===== config.mk =====
export PLATFORM = sky130hd
export DESIGN_NAME = instr_encoder_flat
export DESIGN_NICKNAME = d
export VERILOG_FILES = /design/src/rtl/instr_encoder_if.sv /design/src/rtl/instr_encoder.sv /design/src/flat_wrapper.sv
export SDC_FILE = /design/constraint.sdc
export NUM_CORES = 1
export LEC_CHECK = 0
export ABC_AREA = 1
export BUFFER_PORTS_ARGS = -buffer_cell sky130_fd_sc_hd__clkbuf_2
export CAP_MARGIN = 10
export CELL_PAD_IN_SITES_DETAIL_PLACEMENT = 0
export CELL_PAD_IN_SITES_GLOBAL_PLACEMENT = 2
export CORE_UTILIZATION = 40
export CTS_BUF_LIST = sky130_fd_sc_hd__clkbuf_8 sky130_fd_sc_hd__clkbuf_16
export DETAILED_ROUTE_END_ITERATION = 10
export PLACE_DENSITY = 0.87
export SLEW_MARGIN = 20
export SYNTH_ARGS = -nofsm -noshare
export SYNTH_HDL_FRONTEND = slang
export SYNTH_SLANG_ARGS = --single-unit

===== constraint.sdc =====
create_clock -name clk -period 7.7 [get_ports clk]
set_clock_uncertainty 0.2 [all_clocks]
set_input_delay 0.385 -clock clk [delete_from_list [all_inputs] [get_ports clk]]
set_output_delay 0.385 -clock clk [all_outputs]
set_load 0.01 [all_outputs]

===== src/rtl/instr_encoder_if.sv =====
// instr_encoder_if: tuple input channel and instruction-memory write channel
interface instr_encoder_if #(
  parameter int ADDR_W = 8
);
  logic              in_valid;
  logic              in_ready;
  logic [3:0]        in_opcode;
  logic [3:0]        in_rd;
  logic [3:0]        in_rs1;
  logic [3:0]        in_rs2;
  logic [15:0]       in_imm16;
  logic              imem_we;
  logic              imem_ready;
  logic [ADDR_W-1:0] imem_addr;
  logic [31:0]       imem_wdata;
  modport slave (
    input  in_valid, in_opcode, in_rd, in_rs1, in_rs2, in_imm16, imem_ready,
    output in_ready, imem_we, imem_addr, imem_wdata
  );
  modport master (
    output in_valid, in_opcode, in_rd, in_rs1, in_rs2, in_imm16, imem_ready,
    input  in_ready, imem_we, imem_addr, imem_wdata
  );
endinterface


===== src/rtl/instr_encoder.sv =====
// instr_encoder: packs field tuples into 32-bit words and streams them into instruction memory
module instr_encoder #(
  parameter int          DEPTH      = 4,
  parameter int          ADDR_W     = 8,
  parameter logic [15:0] LEGAL_MASK = 16'hFFFF
) (
  input  logic              clk,
  input  logic              rst_n,
  input  logic              start,
  input  logic [ADDR_W-1:0] base_addr,
  instr_encoder_if.slave    bus,
  output logic [ADDR_W:0]   word_count,
  output logic              busy,
  output logic              mem_full,
  output logic              illegal_err
);
  localparam int PW = $clog2(DEPTH);
  typedef enum logic [1:0] {IDLE, RUN, FULL} state_t;
  state_t            state_q, state_d;
  logic [31:0]       fifo_q [DEPTH];
  logic [PW:0]       wptr_q, wptr_d, rptr_q, rptr_d;
  logic [ADDR_W-1:0] addr_q, addr_d;
  logic [ADDR_W:0]   cnt_q, cnt_d;
  logic              full_q, full_d, ill_q, ill_d;
  logic              empty, fifo_full, take, legal, push, pop;
  assign empty          = wptr_q == rptr_q;
  assign fifo_full      = (wptr_q[PW] != rptr_q[PW]) && (wptr_q[PW-1:0] == rptr_q[PW-1:0]);
  assign bus.in_ready   = (state_q == RUN) && !fifo_full && !start;
  assign bus.imem_we    = (state_q == RUN) && !empty && !start;
  assign take           = bus.in_valid && bus.in_ready;
  assign legal          = LEGAL_MASK[bus.in_opcode];
  assign push           = take && legal;
  assign pop            = bus.imem_we && bus.imem_ready;
  assign bus.imem_addr  = addr_q;
  assign bus.imem_wdata = fifo_q[rptr_q[PW-1:0]];
  assign word_count     = cnt_q;
  assign busy           = !empty;
  assign mem_full       = full_q;
  assign illegal_err    = ill_q;
  always_comb begin
    state_d = state_q;
    wptr_d  = wptr_q;
    rptr_d  = rptr_q;
    addr_d  = addr_q;
    cnt_d   = cnt_q;
    full_d  = full_q;
    ill_d   = ill_q;
    if (start) begin
      state_d = RUN;
      wptr_d  = '0;
      rptr_d  = '0;
      addr_d  = base_addr;
      cnt_d   = '0;
      full_d  = 1'b0;
      ill_d   = 1'b0;
    end else begin
      wptr_d = push ? wptr_q + 1'b1 : wptr_q;
      ill_d  = ill_q || (take && !legal);
      if (pop) begin
        rptr_d = rptr_q + 1'b1;
        addr_d = addr_q + 1'b1;
        cnt_d  = cnt_q[ADDR_W] ? cnt_q : cnt_q + 1'b1;
        // the top address is the last slot; remaining entries stay queued
        full_d  = full_q || (&addr_q);
        state_d = (&addr_q) ? FULL : state_q;
      end
    end
  end
  always_ff @(posedge clk) begin
    if (!rst_n) begin
      state_q <= IDLE;
      wptr_q  <= '0;
      rptr_q  <= '0;
      addr_q  <= '0;
      cnt_q   <= '0;
      full_q  <= 1'b0;
      ill_q   <= 1'b0;
    end else begin
      state_q <= state_d;
      wptr_q  <= wptr_d;
      rptr_q  <= rptr_d;
      addr_q  <= addr_d;
      cnt_q   <= cnt_d;
      full_q  <= full_d;
      ill_q   <= ill_d;
    end
  end
  always_ff @(posedge clk) begin
    if (push) fifo_q[wptr_q[PW-1:0]] <= {bus.in_opcode, bus.in_rd, bus.in_rs1, bus.in_rs2, bus.in_imm16};
  end
endmodule


===== src/flat_wrapper.sv =====
// flat-port wrapper written by rule: the top's interface ports become plain ports
module instr_encoder_flat 
#(
  parameter int          DEPTH      = 4,
  parameter int          ADDR_W     = 8,
  parameter logic [15:0] LEGAL_MASK = 16'hFFFF
)
  (clk, rst_n, start, base_addr, word_count, busy, mem_full, illegal_err, bus_in_valid, bus_in_opcode, bus_in_rd, bus_in_rs1, bus_in_rs2, bus_in_imm16, bus_imem_ready, bus_in_ready, bus_imem_we, bus_imem_addr, bus_imem_wdata);
  instr_encoder_if #(.ADDR_W(ADDR_W)) bus_i ();
  input  logic clk;
  input  logic rst_n;
  input  logic start;
  input  logic [ADDR_W-1:0] base_addr;
  output logic [ADDR_W:0] word_count;
  output logic busy;
  output logic mem_full;
  output logic illegal_err;
  input wire logic [$bits(bus_i.in_valid)-1:0] bus_in_valid;
  input wire logic [$bits(bus_i.in_opcode)-1:0] bus_in_opcode;
  input wire logic [$bits(bus_i.in_rd)-1:0] bus_in_rd;
  input wire logic [$bits(bus_i.in_rs1)-1:0] bus_in_rs1;
  input wire logic [$bits(bus_i.in_rs2)-1:0] bus_in_rs2;
  input wire logic [$bits(bus_i.in_imm16)-1:0] bus_in_imm16;
  input wire logic [$bits(bus_i.imem_ready)-1:0] bus_imem_ready;
  output wire logic [$bits(bus_i.in_ready)-1:0] bus_in_ready;
  output wire logic [$bits(bus_i.imem_we)-1:0] bus_imem_we;
  output wire logic [$bits(bus_i.imem_addr)-1:0] bus_imem_addr;
  output wire logic [$bits(bus_i.imem_wdata)-1:0] bus_imem_wdata;
  assign bus_i.in_valid = bus_in_valid;
  assign bus_i.in_opcode = bus_in_opcode;
  assign bus_i.in_rd = bus_in_rd;
  assign bus_i.in_rs1 = bus_in_rs1;
  assign bus_i.in_rs2 = bus_in_rs2;
  assign bus_i.in_imm16 = bus_in_imm16;
  assign bus_i.imem_ready = bus_imem_ready;
  assign bus_in_ready = bus_i.in_ready;
  assign bus_imem_we = bus_i.imem_we;
  assign bus_imem_addr = bus_i.imem_addr;
  assign bus_imem_wdata = bus_i.imem_wdata;
  instr_encoder #(.DEPTH(DEPTH), .ADDR_W(ADDR_W), .LEGAL_MASK(LEGAL_MASK)) u_core (.clk(clk), .rst_n(rst_n), .start(start), .base_addr(base_addr), .bus(bus_i), .word_count(word_count), .busy(busy), .mem_full(mem_full), .illegal_err(illegal_err));
endmodule

---- Word level (Yosys, flattened, before mapping) ----
Memory sizes are Yosys's and may differ from the RTL's. A register that Yosys moved wholly into a read port is not among the register bits.
Cells that the tools add are included.
word-level totals
  memories kept ........................... 2
  memory bits (writable) .................. 128
  ROM bits ................................ 16
  latch bits .............................. 0
  input bits .............................. 45
  bits in registers ....................... 27
memories
  name             words  bits a word  read ports  clocked after Yosys merged registers in  write ports  RTL line             text
  u_core.fifo_q    4      32           1           1                                        1            instr_encoder.sv:20  logic [31:0] fifo_q [DEPTH];
  (no name shown)  16     1            1           0                                        0            instr_encoder.sv:31  assign legal = LEGAL_MASK[bus.in_opcode];
cells by class
  add/subtract/negate cells ............... 4
  reductions and logical operators ........ 22
  magnitude comparators ................... 1
  multiply operators ...................... 0
  div/mod/pow operators ................... 0
  shift operators ......................... 0
  equal/unequal tests ..................... 4
  bitwise logic cells ..................... 2
  mux-type cells .......................... 11
operator list
  operator             number
  $mux 8               2
  $add 9x1->9 const B  1
  $logic_and 1x1->1    9
  $mux 9               1
  $reduce_and 9->1     1
  $add 8x1->8 const B  1
  $reduce_and 8->1     1
  $add 3x1->3 const B  2
  $mux 1               6
  $lt 4x5->1 const B   1
  $logic_not 1->1      4
  $mux 2               2
  $reduce_and 2->1     2
  $reduce_bool 2->1    2
  $eq 3x3->1           1
  $eq 2x1->1 const B   1
  $eq 2x2->1           1
  $logic_or 1x1->1     2
  $not 1->1            2
  $reduce_or 2->1      1
  $ne 1x1->1           1

---- Depth between registers and ports, before layout ----
Gate-level depths: netlist of the first run.
  depth after elaboration ................. 9
  gate-level depth with buffers ........... 9
  depth with buffers taken out ............ 9

---- Least setup slack after synthesis of the first run ----
Ideal clock, no wire load.
  path kind ............................... input to register
  from .................................... input port start
  to ...................................... memory u_core.fifo_q[0][0], enable pin
  cell stages on the path ................. 5
  path slack .............................. 4,861 ps
  data arrival time ....................... 2,217 ps
  buffers on the path ..................... 0
  setup time .............................. 421 ps
  cell sequence ........................... inv_2 > nand2_2 > nor2_8 > nand3_2 > nor2_1
on the way
  longest elaborated chain between the ends .. 6
ends and longest elaborated chain
  item                          RTL line             text
  start: declaration            flat_wrapper.sv:12   input logic start;
  $logic_not 1->1               instr_encoder.sv:28  assign bus.in_ready = (state_q == RUN) && !fifo_full && !start;
  $logic_and 1x1->1             instr_encoder.sv:28
  $logic_and 1x1->1             instr_encoder.sv:30  assign take = bus.in_valid && bus.in_ready;
  $logic_and 1x1->1             instr_encoder.sv:32  assign push = take && legal;
  $mux 1                        instr_encoder.sv:89  if (push) fifo_q[wptr_q[PW-1:0]] <= {bus.in_opcode, bus.in_rd, bus.in_rs1, bus.in_rs2, bus.in_imm16};
  $mux 1 (implied by the code)  instr_encoder.sv:89
  end: declaration              instr_encoder.sv:20
Every way passes these cells.

==> impl_results.rst, run 1 <==
.. list-table::
   :header-rows: 1

   * - Metric
     - Value
   * - Result of the run
     - complete, no violations
   * - Crit-path cells
     - inv_2 > o21ai_0 > o22ai_1 > clkbuf_2
   * - Vias in the first global route
     - 4423
   * - WL/cell
     - 15.31 um
   * - Worst skew pair latency
     - 410 ps
   * - Number of nets in the layout
     - 708
   * - Relative max-transition margin
     - 0.2935
   * - Width of the chip
     - 127.5 um
   * - Final Hold Viols
     - 0
   * - Yosys warnings
     - 0
   * - Peak supply drop
     - 0.0001537 V
   * - Data arrival time of the critical path
     - 2460 ps
   * - Core outline area
     - 0.01526 mm2
   * - Dpl cells
     - 818
   * - Initial Utilization
     - 0.4127
   * - Syn Std Cell Area
     - 0.006297 mm2
   * - Cell with the biggest individual delay on the critical path
     - sky130_fd_sc_hd__dfxtp_4
   * - Vias
     - 4382
   * - Port Buf Inserts
     - 97
   * - Type of origin of the critical path
     - flop
   * - Post-DRT Antenna Nets
     - 0
   * - Synthesized instance count
     - 534
   * - Worst-margin pin slew
     - 1058 ps
   * - DRC violations left
     - 0
   * - Wire length after detailed routing
     - 13470 um
   * - R2R Path Start
     - u_core.wptr_q[1]
   * - Capture instance of the worst register-to-register path
     - u_core.fifo_q[1][3]
   * - Number of buffers on the longest clock path
     - 2
   * - Iteration count of the initial detailed-routing pass
     - 4
   * - Power density over the cells
     - 222.0 mW/mm2
   * - CP Depth
     - 4
   * - Number of buffers and inverters on the critical path
     - 2
   * - Clock transition at path regs
     - 60 ps
   * - Area share of the largest cell type after synthesis
     - 0.6104
   * - Pin count of the biggest net entering global routing
     - 66
   * - Final TNS setup
     - 0 ps
   * - Static Leak
     - 2.883 nW
   * - Worst min-delay path endpoint
     - u_core.fifo_q[2][0]
   * - Dpl hpwl
     - 7926 um
   * - Count of cell types in the netlist
     - 29
   * - Endpoints failing setup
     - 0
   * - Maximum clock frequency
     - 0.3288 GHz
   * - Share of final-layout standard cells stronger than drive strength 1
     - 0.2257
   * - Class of the worst hold path
     - in2reg
   * - Slack of the worst reg-to-reg path
     - 5120 ps
   * - Global-route congestion overflow total
     - 0
   * - Setup CP Type
     - reg2out
   * - Seq/Total Area, Yosys
     - 0.6994
   * - Async set-reset flop share out of synthesis
     - 0
   * - Kind of cell with the highest combined delay on the critical path
     - flip-flops
   * - Hold path startpoint
     - bus_in_imm16[0]
   * - Clock tree root buffer cell
     - sky130_fd_sc_hd__clkbuf_16
   * - Die span in y
     - 127.5 um
   * - TritonCTS sink count
     - 156
   * - TritonCTS Buffers
     - 17
   * - Top Ports
     - 99
   * - Final core area utilization
     - 0.5140
   * - First-pass GRT wire length
     - 22280 um
   * - CP Capture Type
     - output port
   * - Top cells by area in the synthesized netlist
     - sky130_fd_sc_hd__edfxtp_1, sky130_fd_sc_hd__dfxtp_1, sky130_fd_sc_hd__o21ai_0
   * - Slowest stage delay, CP
     - 770 ps
   * - Max Cap Violations
     - 0
   * - Final Cycle Share
     - 0.3950
   * - Post-synth top area cell
     - sky130_fd_sc_hd__edfxtp_1
   * - Worst Reg-to-Reg Cells
     - 6
   * - Critical path data required time
     - 7110 ps
   * - Net Count, Synth
     - 586
   * - Final antenna diode count
     - 0
   * - RSZ-0062 raised after global routing
     - false
   * - Mean instance size in the synthesized netlist
     - 11.79 um2
   * - Clock tree from TritonCTS
     - done
   * - Final-report max-slew violation count
     - 0
   * - Post-synth EDFFs
     - 128
   * - Number of standard cells in the layout, taps in and fillers out
     - 880
   * - Worst hold stages
     - 1
   * - Drt first-iter violations
     - 363
   * - Minimum hold slack
     - 24.48 ps
   * - Flip-flop and latch count after synthesis
     - 156
   * - Dpl cell area
     - 0.006970 mm2
   * - Number of antenna violations at the first check in global routing
     - 0
   * - All-layer global routing usage
     - 0.1791
   * - Clock period minus worst slack
     - 3041 ps
   * - Top FF cell, synth
     - sky130_fd_sc_hd__edfxtp_1
   * - Routability Congestion
     - 0.7248
   * - Worst-path fanout max
     - 65
   * - # Post-CTS Setup Buffers
     - 0
   * - H-tree depth
     - 4
   * - DR vias/cell
     - 4.980
   * - Total Die Area
     - 0.01625 mm2
   * - Standard-cell row count
     - 45
   * - Finished Cell Area
     - 0.007843 mm2
   * - Syn-to-layout area delta
     - 24.54%
-- where the power goes --
group          internal (mW)  switching, mW
Clock                  0.437          0.313
Sequential             0.919        0.00483
Combinational         0.0301         0.0369
Total                   1.39          0.355
-- placed cells by master (no fill, tap or decap) --
master                          instances
sky130_fd_sc_hd__edfxtp_1             128
sky130_fd_sc_hd__clkbuf_2              97
sky130_fd_sc_hd__nor2_1                75
sky130_fd_sc_hd__o21ai_0               70
sky130_fd_sc_hd__nand2_1               69
sky130_fd_sc_hd__o22ai_1               32
sky130_fd_sc_hd__dlygate4sd3_1         28
sky130_fd_sc_hd__dfxtp_1               26
sky130_fd_sc_hd__inv_1                 25
sky130_fd_sc_hd__a21oi_1               25
sky130_fd_sc_hd__clkbuf_16             17
sky130_fd_sc_hd__nand3_1               12
sky130_fd_sc_hd__nand3_2                7
sky130_fd_sc_hd__xor2_1                 7
sky130_fd_sc_hd__ha_1                   7
sky130_fd_sc_hd__inv_2                  5
sky130_fd_sc_hd__nor2_4                 4
sky130_fd_sc_hd__nand4_1                4
sky130_fd_sc_hd__clkinv_2               4
sky130_fd_sc_hd__clkinv_1               3
sky130_fd_sc_hd__clkinvlp_4             3
sky130_fd_sc_hd__nand3_4                2
sky130_fd_sc_hd__nand2_2                2
sky130_fd_sc_hd__nor2_8                 2
sky130_fd_sc_hd__xnor2_1                2
sky130_fd_sc_hd__o21bai_1               2
sky130_fd_sc_hd__inv_6                  2
sky130_fd_sc_hd__buf_16                 2
sky130_fd_sc_hd__nor3_2                 1
sky130_fd_sc_hd__o21ai_1                1
sky130_fd_sc_hd__nor3_1                 1
sky130_fd_sc_hd__dfxtp_4                1
sky130_fd_sc_hd__dfxtp_2                1
sky130_fd_sc_hd__conb_1                 1
sky130_fd_sc_hd__bufinv_16              1
-- timing repair --
item	in CTS	in global routing
hold endpoints to repair	112	0
resized for setup	0	0
hold buffers	28	0
-- worst register-to-register path, stage by stage, from the launching register on --
cell and delay, ps:
sky130_fd_sc_hd__dfxtp_1 430, sky130_fd_sc_hd__inv_2 70, sky130_fd_sc_hd__nand2_1 60, sky130_fd_sc_hd__nand2_1 110, sky130_fd_sc_hd__nand3_1 150, sky130_fd_sc_hd__nand3_2 260
sky130_fd_sc_hd__nor2_4 890
-- registers in the layout, summed over array words and instances, names as in the netlist, named ones only --
register,count
u_core.fifo_q,128
u_core.word_count,9
u_core.rptr_q,3
u_core.state_q,2
u_core.bus.imem_addr,8
u_core.wptr_q,3
u_core.mem_full,1
-- cells in the mapped netlist (3+ instances only) --
cell type / number
sky130_fd_sc_hd__a21oi_1: 25
sky130_fd_sc_hd__buf_2: 3
sky130_fd_sc_hd__clkbuf_1: 17
sky130_fd_sc_hd__dfxtp_1: 28
sky130_fd_sc_hd__edfxtp_1: 128
sky130_fd_sc_hd__ha_1: 7
sky130_fd_sc_hd__inv_1: 22
sky130_fd_sc_hd__inv_2: 4
sky130_fd_sc_hd__nand2_1: 69
sky130_fd_sc_hd__nand3_1: 12
sky130_fd_sc_hd__nand3_2: 7
sky130_fd_sc_hd__nand4_1: 4
sky130_fd_sc_hd__nor2_1: 79
sky130_fd_sc_hd__o21ai_0: 70
sky130_fd_sc_hd__o22ai_1: 32
sky130_fd_sc_hd__xor2_1: 7
-- layer usage --
metal | track usage | vias up | part of all wire
met1 | 0.2358 | 2122 | 0.47
met2 | 0.2906 | 108 | 0.48
li1 | - | 2147 | -
met3 | 0.04104 | 5 | 0.049
met5 | 0 | - | 0
met4 | 0.06443 | 0 | 0.0054
-- cell type report --
cell class | instances | area (um2)
fillers | 1328 | 7416
multi-input cells | 326 | 1709
clock inverters | 15 | 108.9
clock buffers | 17 | 425.4
repair buffers | 127 | 820.8
well taps | 211 | 264.0
inverters | 28 | 105.1
flip-flops and latches | 156 | 4409
-- cells by family after synthesis --
kind of cell | after synthesis | synth area share
AO/OA/AOI/OAI | 130 | 0.1105
XOR/XNOR | 9 | 0.01252
adder cells (fa/ha/maj) | 7 | 0.01391
buffers and inverters | 52 | 0.03397
flip-flops | 156 | 0.6994
other | 1 | 0.0005955
AND/OR/NAND/NOR | 179 | 0.1291
-- worst max-delay path by stage --
stage	from	endpoint	slack [ps]
2_1_floorplan	start	u_core.fifo_q[0][0]	4860
3_3_place_gp	flop	bus_imem_wdata[21]	4490
3_5_place_dp	start	u_core.fifo_q[3][24]	4590
4_1_cts	flop	bus_imem_wdata[20]	4120
5_1_grt	flop	bus_imem_wdata[20]	4400
6_report	flop	bus_imem_wdata[20]	4660
-- per-stage QoR --
step / setup WS, ps / total power [mW]
2_1_floorplan: 4861 / 0.9658
3_3_place_gp: 4486 / 0.9950
3_5_place_dp: 4587 / 0.9974
4_1_cts: 4116 / 1.760
5_1_grt: 4398 / 1.806
6_report: 4659 / 1.741
Power figures use the tool's default switching activity.
==> run 2, diff against run 1 <==
- CORE_UTILIZATION: 40 -> 34
- PLACE_DENSITY: 0.87 -> 0.79
- clock period: 7.7 -> 2.79 ns (I/O delays scaled with it)
==> impl_results.rst, run 2 (synthesized netlist as in run 1, its figures left out) <==
.. list-table::
   :header-rows: 1

   * - Metric
     - Value
   * - Worst skew pair latency
     - 420 ps (was 410 ps)
   * - WL/cell
     - 14.78 um (was 15.31 um)
   * - Result of the run
     - complete, but fails checks (was complete, no violations)
   * - Worst setup slack after placement
     - 729.0 ps (was 4587 ps)
   * - Endpoints failing setup
     - 0 (unchanged)
   * - Maximum clock frequency
     - 0.4176 GHz
   * - Static Leak
     - 3.079 nW (was 2.883 nW)
   * - RSZ-0062 raised after global routing
     - false (unchanged)
   * - Critical path data required time
     - 2940 ps (was 7110 ps)
   * - Flip-flop count of the largest register after layout
     - 128 (unchanged)
   * - Clock tree root buffer cell
     - sky130_fd_sc_hd__clkbuf_16 (unchanged)
   * - Number of antenna violations at the first check in global routing
     - 0 (unchanged)
   * - Worst Slack Setup Final
     - 395.6 ps (was 4659 ps)
   * - Most common cell after layout, fill and taps aside
     - sky130_fd_sc_hd__edfxtp_1 (unchanged)
   * - Core outline area
     - 0.01809 mm2 (was 0.01526 mm2)
   * - Data arrival time of the critical path
     - 2550 ps (was 2460 ps)
   * - All-layer global routing usage
     - 0.1499 (was 0.1791)
   * - # Post-CTS Setup Buffers
     - 0 (unchanged)
   * - Worst-margin pin slew
     - 616.5 ps (was 1058 ps)
   * - Pin count of the biggest net entering global routing
     - 65 (was 66)
   * - Worst-path fanout max
     - 18 (was 65)
   * - Clock period minus worst slack
     - 2394 ps
   * - Syn-to-layout area delta
     - 31.04% (was 24.54%)
   * - CP Capture Type
     - flop (was output port)
   * - Drt first-iter violations
     - 196 (was 363)
   * - Power density over the cells
     - 631.5 mW/mm2 (was 222.0 mW/mm2)
   * - Failing checks
     - DRC
   * - H-tree depth
     - 4 (unchanged)
   * - Share of final-layout standard cells stronger than drive strength 1
     - 0.2253 (was 0.2257)
   * - Peak supply drop
     - 0.0003412 V (was 0.0001537 V)
   * - DR vias/cell
     - 4.745 (was 4.980)
   * - Setup CP Type
     - reg2reg (was reg2out)
   * - Global-route congestion overflow total
     - 0 (unchanged)
   * - Resized Gates After CTS
     - 0 (unchanged)
   * - Standard-cell row count
     - 49 (was 45)
   * - Hold buffers post-CTS
     - 50 (was 28)
   * - Class of the worst hold path
     - in2reg (unchanged)
   * - Final antenna diode count
     - 0 (unchanged)
   * - DRC violations left
     - 12 (was 0)
   * - Width of the chip
     - 138.1 um (was 127.5 um)
   * - Type of origin of the critical path
     - flop (unchanged)
   * - Relative max-transition margin
     - 0.5890 (was 0.2935)
   * - Iteration count of the initial detailed-routing pass
     - 9 (was 4)
   * - Minimum hold slack
     - 81.28 ps (was 24.48 ps)
   * - Wire length after detailed routing
     - 13690 um (was 13470 um)
   * - Initial Utilization
     - 0.3482 (was 0.4127)
   * - Final Cycle Share
     - 0.8582
   * - Clock transition at path regs
     - 60 ps (about the same)
   * - Port Buf Inserts
     - 97 (unchanged)
   * - Number of buffers on the longest clock path
     - 2 (unchanged)
   * - Clock tree from TritonCTS
     - done (unchanged)
   * - Routability Congestion
     - 0.7591 (was 0.7248)
   * - Total Die Area
     - 0.01907 mm2 (was 0.01625 mm2)
   * - Top Ports
     - 99 (unchanged)
   * - Vias
     - 4394 (was 4382)
   * - Final-report max-slew violation count
     - 0 (unchanged)
   * - TritonCTS Buffers
     - 17 (unchanged)
   * - First-pass GRT wire length
     - 22240 um (was 22280 um)
   * - Number of nets in the layout
     - 737 (was 708)
   * - Final Hold Viols
     - 0 (unchanged)
   * - Vias in the first global route
     - 4359 (was 4423)
   * - Highest-count cells in the layout ignoring fill and taps
     - sky130_fd_sc_hd__edfxtp_1, sky130_fd_sc_hd__clkbuf_2, sky130_fd_sc_hd__nor2_1 (unchanged)
   * - Max Cap Violations
     - 0 (unchanged)
   * - Die span in y
     - 138.1 um (was 127.5 um)
   * - Dpl hpwl
     - 8359 um (was 7926 um)
   * - Post-DRT Antenna Nets
     - 0 (unchanged)
   * - TritonCTS sink count
     - 156 (unchanged)
[run 2: cell type report]
type                    instances  area (um2)
fillers                      1663        9834
flip-flops and latches        156        4405
multi-input cells             326        1709
repair buffers                156        1116
clock buffers                  17       425.4
well taps                     229       286.5
clock inverters                14       203.9
inverters                      28       105.1
[run 2: through the flow]
| step | power [mW] | setup TNS [ps] | area [um2] | std cells | util |
|---|---|---|---|---|---|
| 2_1_floorplan | 2.665 | -6075 | 6297 | 534 | - |
| 3_3_place_gp | 2.752 | 0 | 7122 | 845 | 0.3938 |
| 3_5_place_dp | 2.756 | 0 | 7122 | 845 | 0.3938 |
| 4_1_cts | 5.258 | 0 | 8252 | 926 | 0.4562 |
| 5_1_grt | 5.373 | 0 | 8252 | 926 | 0.4562 |
| 6_report | 5.211 | 0 | 8252 | 926 | 0.4562 |
[run 2: path summary, 6_finish.rpt]
check | start | to | slack, ps | depth (start not counted)
max reg2reg | u_core.wptr_q[0] | u_core.bus.imem_addr[1] | 400 | 9
max | u_core.wptr_q[0] | u_core.bus.imem_addr[1] | 400 | 9
min reg2reg | u_core.mem_full | u_core.mem_full | 260 | 2
min | start | u_core.rptr_q[2] | 80 | 4
[run 2: where the power goes]
part	leakage [nW]	total (mW)	internal, mW	switching [mW]
logic	1.38	0.211	0.103	0.107
registers	1.38	2.55	2.54	0.0130
clock network	0.315	2.45	1.57	0.878
[run 2: critical path, stage by stage, from the launching register on]
cell	delay, ps
sky130_fd_sc_hd__dfxtp_1	420
sky130_fd_sc_hd__inv_2	90
sky130_fd_sc_hd__nand2_1	70
sky130_fd_sc_hd__nand2_1	100
sky130_fd_sc_hd__nand3_4	140
sky130_fd_sc_hd__nand3_4	270
sky130_fd_sc_hd__nand2_2	280
sky130_fd_sc_hd__nand2_1	80
sky130_fd_sc_hd__a21oi_1	130
sky130_fd_sc_hd__dlygate4sd3_1	560
[run 2: per-layer routing]
metal,global-route usage,share of wire,vias to the layer above
li1,-,-,2196
met1,0.1890,0.47,2090
met2,0.2479,0.48,92
met3,0.04434,0.044,16
met4,0.04790,0.010,0
met5,0,0,-
==> run 3, diff against run 2 <==
- MAX_ROUTING_LAYER: not set -> met4
==> impl_results.rst, run 3 (synthesized netlist as in run 1, its figures left out) <==
.. list-table::
   :header-rows: 1

   * - Metric
     - Value
   * - Result of the run
     - complete, but fails checks (unchanged)
   * - Failing checks
     - DRC (unchanged)
   * - Share of final-layout standard cells stronger than drive strength 1
     - 0.2253 (unchanged)
   * - DRC violations left
     - 12 (unchanged)
   * - Peak supply drop
     - 0.0003409 V (was 0.0003412 V)
   * - Worst setup slack after placement
     - 729.0 ps (unchanged)
   * - Routability Congestion
     - 0.7690 (was 0.7591)
   * - Iteration count of the initial detailed-routing pass
     - 9 (unchanged)
   * - Number of nets in the layout
     - 737 (unchanged)
   * - Clock transition at path regs
     - 60 ps (about the same)
   * - Number of standard cells in the layout, taps in and fillers out
     - 926 (unchanged)
   * - Final Cycle Share
     - 0.8542 (was 0.8582)
   * - Data arrival time of the critical path
     - 2540 ps (was 2550 ps)
   * - Max Cap Violations
     - 0 (unchanged)
   * - Dpl cell area
     - 0.007122 mm2 (unchanged)
   * - Clock tree from TritonCTS
     - done (unchanged)
   * - Slowest stage delay, CP
     - 560 ps (about the same)
   * - Top Ports
     - 99 (unchanged)
   * - Dpl cells
     - 845 (unchanged)
   * - Initial Utilization
     - 0.3482 (unchanged)
   * - Relative max-transition margin
     - 0.5942 (was 0.5890)
   * - Final antenna diode count
     - 0 (unchanged)
   * - Final-report max-slew violation count
     - 0 (unchanged)
   * - Final TNS setup
     - 0 ps (unchanged)
   * - Static Leak
     - 3.079 nW (unchanged)
   * - Final-layout fill cell count
     - 1663 (unchanged)
   * - Kind of cell with the highest combined delay on the critical path
     - simple AND/OR/NAND/NOR gates (unchanged)
   * - Pin count of the biggest net entering global routing
     - 65 (unchanged)
   * - Flip-flop count of the largest register after layout
     - 128 (unchanged)
   * - WL/cell
     - 14.81 um (was 14.78 um)
   * - First-pass GRT wire length
     - 22180 um (was 22240 um)
   * - Worst-margin pin slew
     - 608.7 ps (was 616.5 ps)
   * - # Post-CTS Setup Buffers
     - 0 (unchanged)
   * - Standard-cell row count
     - 49 (unchanged)
   * - Number of antenna violations at the first check in global routing
     - 0 (unchanged)
   * - Cell with the biggest individual delay on the critical path
     - sky130_fd_sc_hd__dlygate4sd3_1 (unchanged)
   * - Pwr Total
     - 5.208 mW (was 5.211 mW)
   * - Worst skew pair latency
     - 410 ps (was 420 ps)
   * - DR vias/cell
     - 4.783 (was 4.745)
   * - Number of buffers and inverters on the critical path
     - 2 (unchanged)
   * - Clock tree root buffer cell
     - sky130_fd_sc_hd__clkbuf_16 (unchanged)
   * - Setup CP Type
     - reg2reg (unchanged)
   * - Die span in y
     - 138.1 um (unchanged)
   * - Worst Slack Setup Final
     - 406.7 ps (was 395.6 ps)
   * - Vias in the first global route
     - 4353 (was 4359)
   * - Final core area utilization
     - 0.4562 (unchanged)
   * - Power density over the cells
     - 631.1 mW/mm2 (was 631.5 mW/mm2)
   * - RSZ-0062 raised after global routing
     - false (unchanged)
   * - Wire length after detailed routing
     - 13710 um (was 13690 um)
   * - Highest-count cells in the layout ignoring fill and taps
     - sky130_fd_sc_hd__edfxtp_1, sky130_fd_sc_hd__clkbuf_2, sky130_fd_sc_hd__nor2_1 (unchanged)
   * - Maximum clock frequency
     - 0.4196 GHz (was 0.4176 GHz)
   * - Type of origin of the critical path
     - flop (unchanged)
   * - Vias
     - 4429 (was 4394)
   * - TritonCTS Buffers
     - 17 (unchanged)
   * - Port Buf Inserts
     - 97 (unchanged)
   * - Core outline area
     - 0.01809 mm2 (unchanged)
   * - All-layer global routing usage
     - 0.1539 (was 0.1499)
   * - Dpl hpwl
     - 8359 um (unchanged)
   * - Clock period minus worst slack
     - 2383 ps (was 2394 ps)
   * - Crit-path cells
     - inv_2 > nand2_1 > nand2_1 > nand3_4 > nand3_4 > nand2_2 > nand2_1 > a21oi_1 > dlygate4sd3_1 (unchanged)
   * - Drt first-iter violations
     - 191 (was 196)
   * - Minimum hold slack
     - 86.56 ps (was 81.28 ps)
   * - Post-DRT Antenna Nets
     - 0 (unchanged)
   * - Syn-to-layout area delta
     - 31.04% (unchanged)
   * - CP Capture Type
     - flop (unchanged)
   * - Critical path data required time
     - 2940 ps (about the same)
   * - H-tree depth
     - 4 (unchanged)
   * - Number of buffers on the longest clock path
     - 2 (unchanged)
   * - Critical path's most frequent cell
     - sky130_fd_sc_hd__nand2_1 (unchanged)
   * - Width of the chip
     - 138.1 um (unchanged)
   * - Final Hold Viols
     - 0 (unchanged)
   * - Class of the worst hold path
     - in2reg (unchanged)
   * - Global-route congestion overflow total
     - 0 (unchanged)
   * - Total Die Area
     - 0.01907 mm2 (unchanged)
   * - Most common cell after layout, fill and taps aside
     - sky130_fd_sc_hd__edfxtp_1 (unchanged)
   * - TritonCTS sink count
     - 156 (unchanged)
   * - Finished Cell Area
     - 0.008252 mm2 (unchanged)
   * - Endpoints failing setup
     - 0 (unchanged)
   * - Worst-path fanout max
     - 18 (unchanged)
## run 3: worst paths after layout
kind	startpoint	to	slack (ps)	depth (start not counted)
hold / removal	start	u_core.rptr_q[2]	90	4
setup reg to reg	u_core.wptr_q[0]	u_core.bus.imem_addr[1]	410	9
setup / recovery	u_core.wptr_q[0]	u_core.bus.imem_addr[1]	410	9
hold reg to reg	u_core.mem_full	u_core.mem_full	260	2
## run 3: cell type report
type / count / area (um2) / area share
Multi-Input combinational cell: 326 / 1709 / 0.2071
Clock buffer: 17 / 425.4 / 0.05155
Timing Repair Buffer: 156 / 1116 / 0.1353
Inverter: 28 / 105.1 / 0.01274
Tap cell: 229 / 286.5 / 0.03472
Sequential cell: 156 / 4405 / 0.5339
Clock inverter: 14 / 203.9 / 0.02472
## run 3: metal layers
metal / vias up / routed length (um) / track usage
li1: 2196 / - / -
met1: 2096 / 6359 / 0.1899
met2: 122 / 6551 / 0.2484
met3: 15 / 672 / 0.04122
met4: 0 / 131 / 0.04435
met5: - / 0 / -
## run 3: power breakdown
group | internal, mW | switching (mW) | total [mW] | leakage [nW]
combinational | 0.103 | 0.107 | 0.211 | 1.38
sequential | 2.54 | 0.0130 | 2.55 | 1.38
clock | 1.57 | 0.875 | 2.45 | 0.315
## run 3: tightest hold or removal path, delay by kind of cell
family,cells,cell delay [ps]
simple gates,3,270
buf+inv,1,240
## run 3: repair_timing
action                                  in CTS  in global routing
resized for setup                            0                  0
endpoints found under the setup margin       0                  0
endpoints found under the hold margin      139                  0
hold buffers                                50                  0
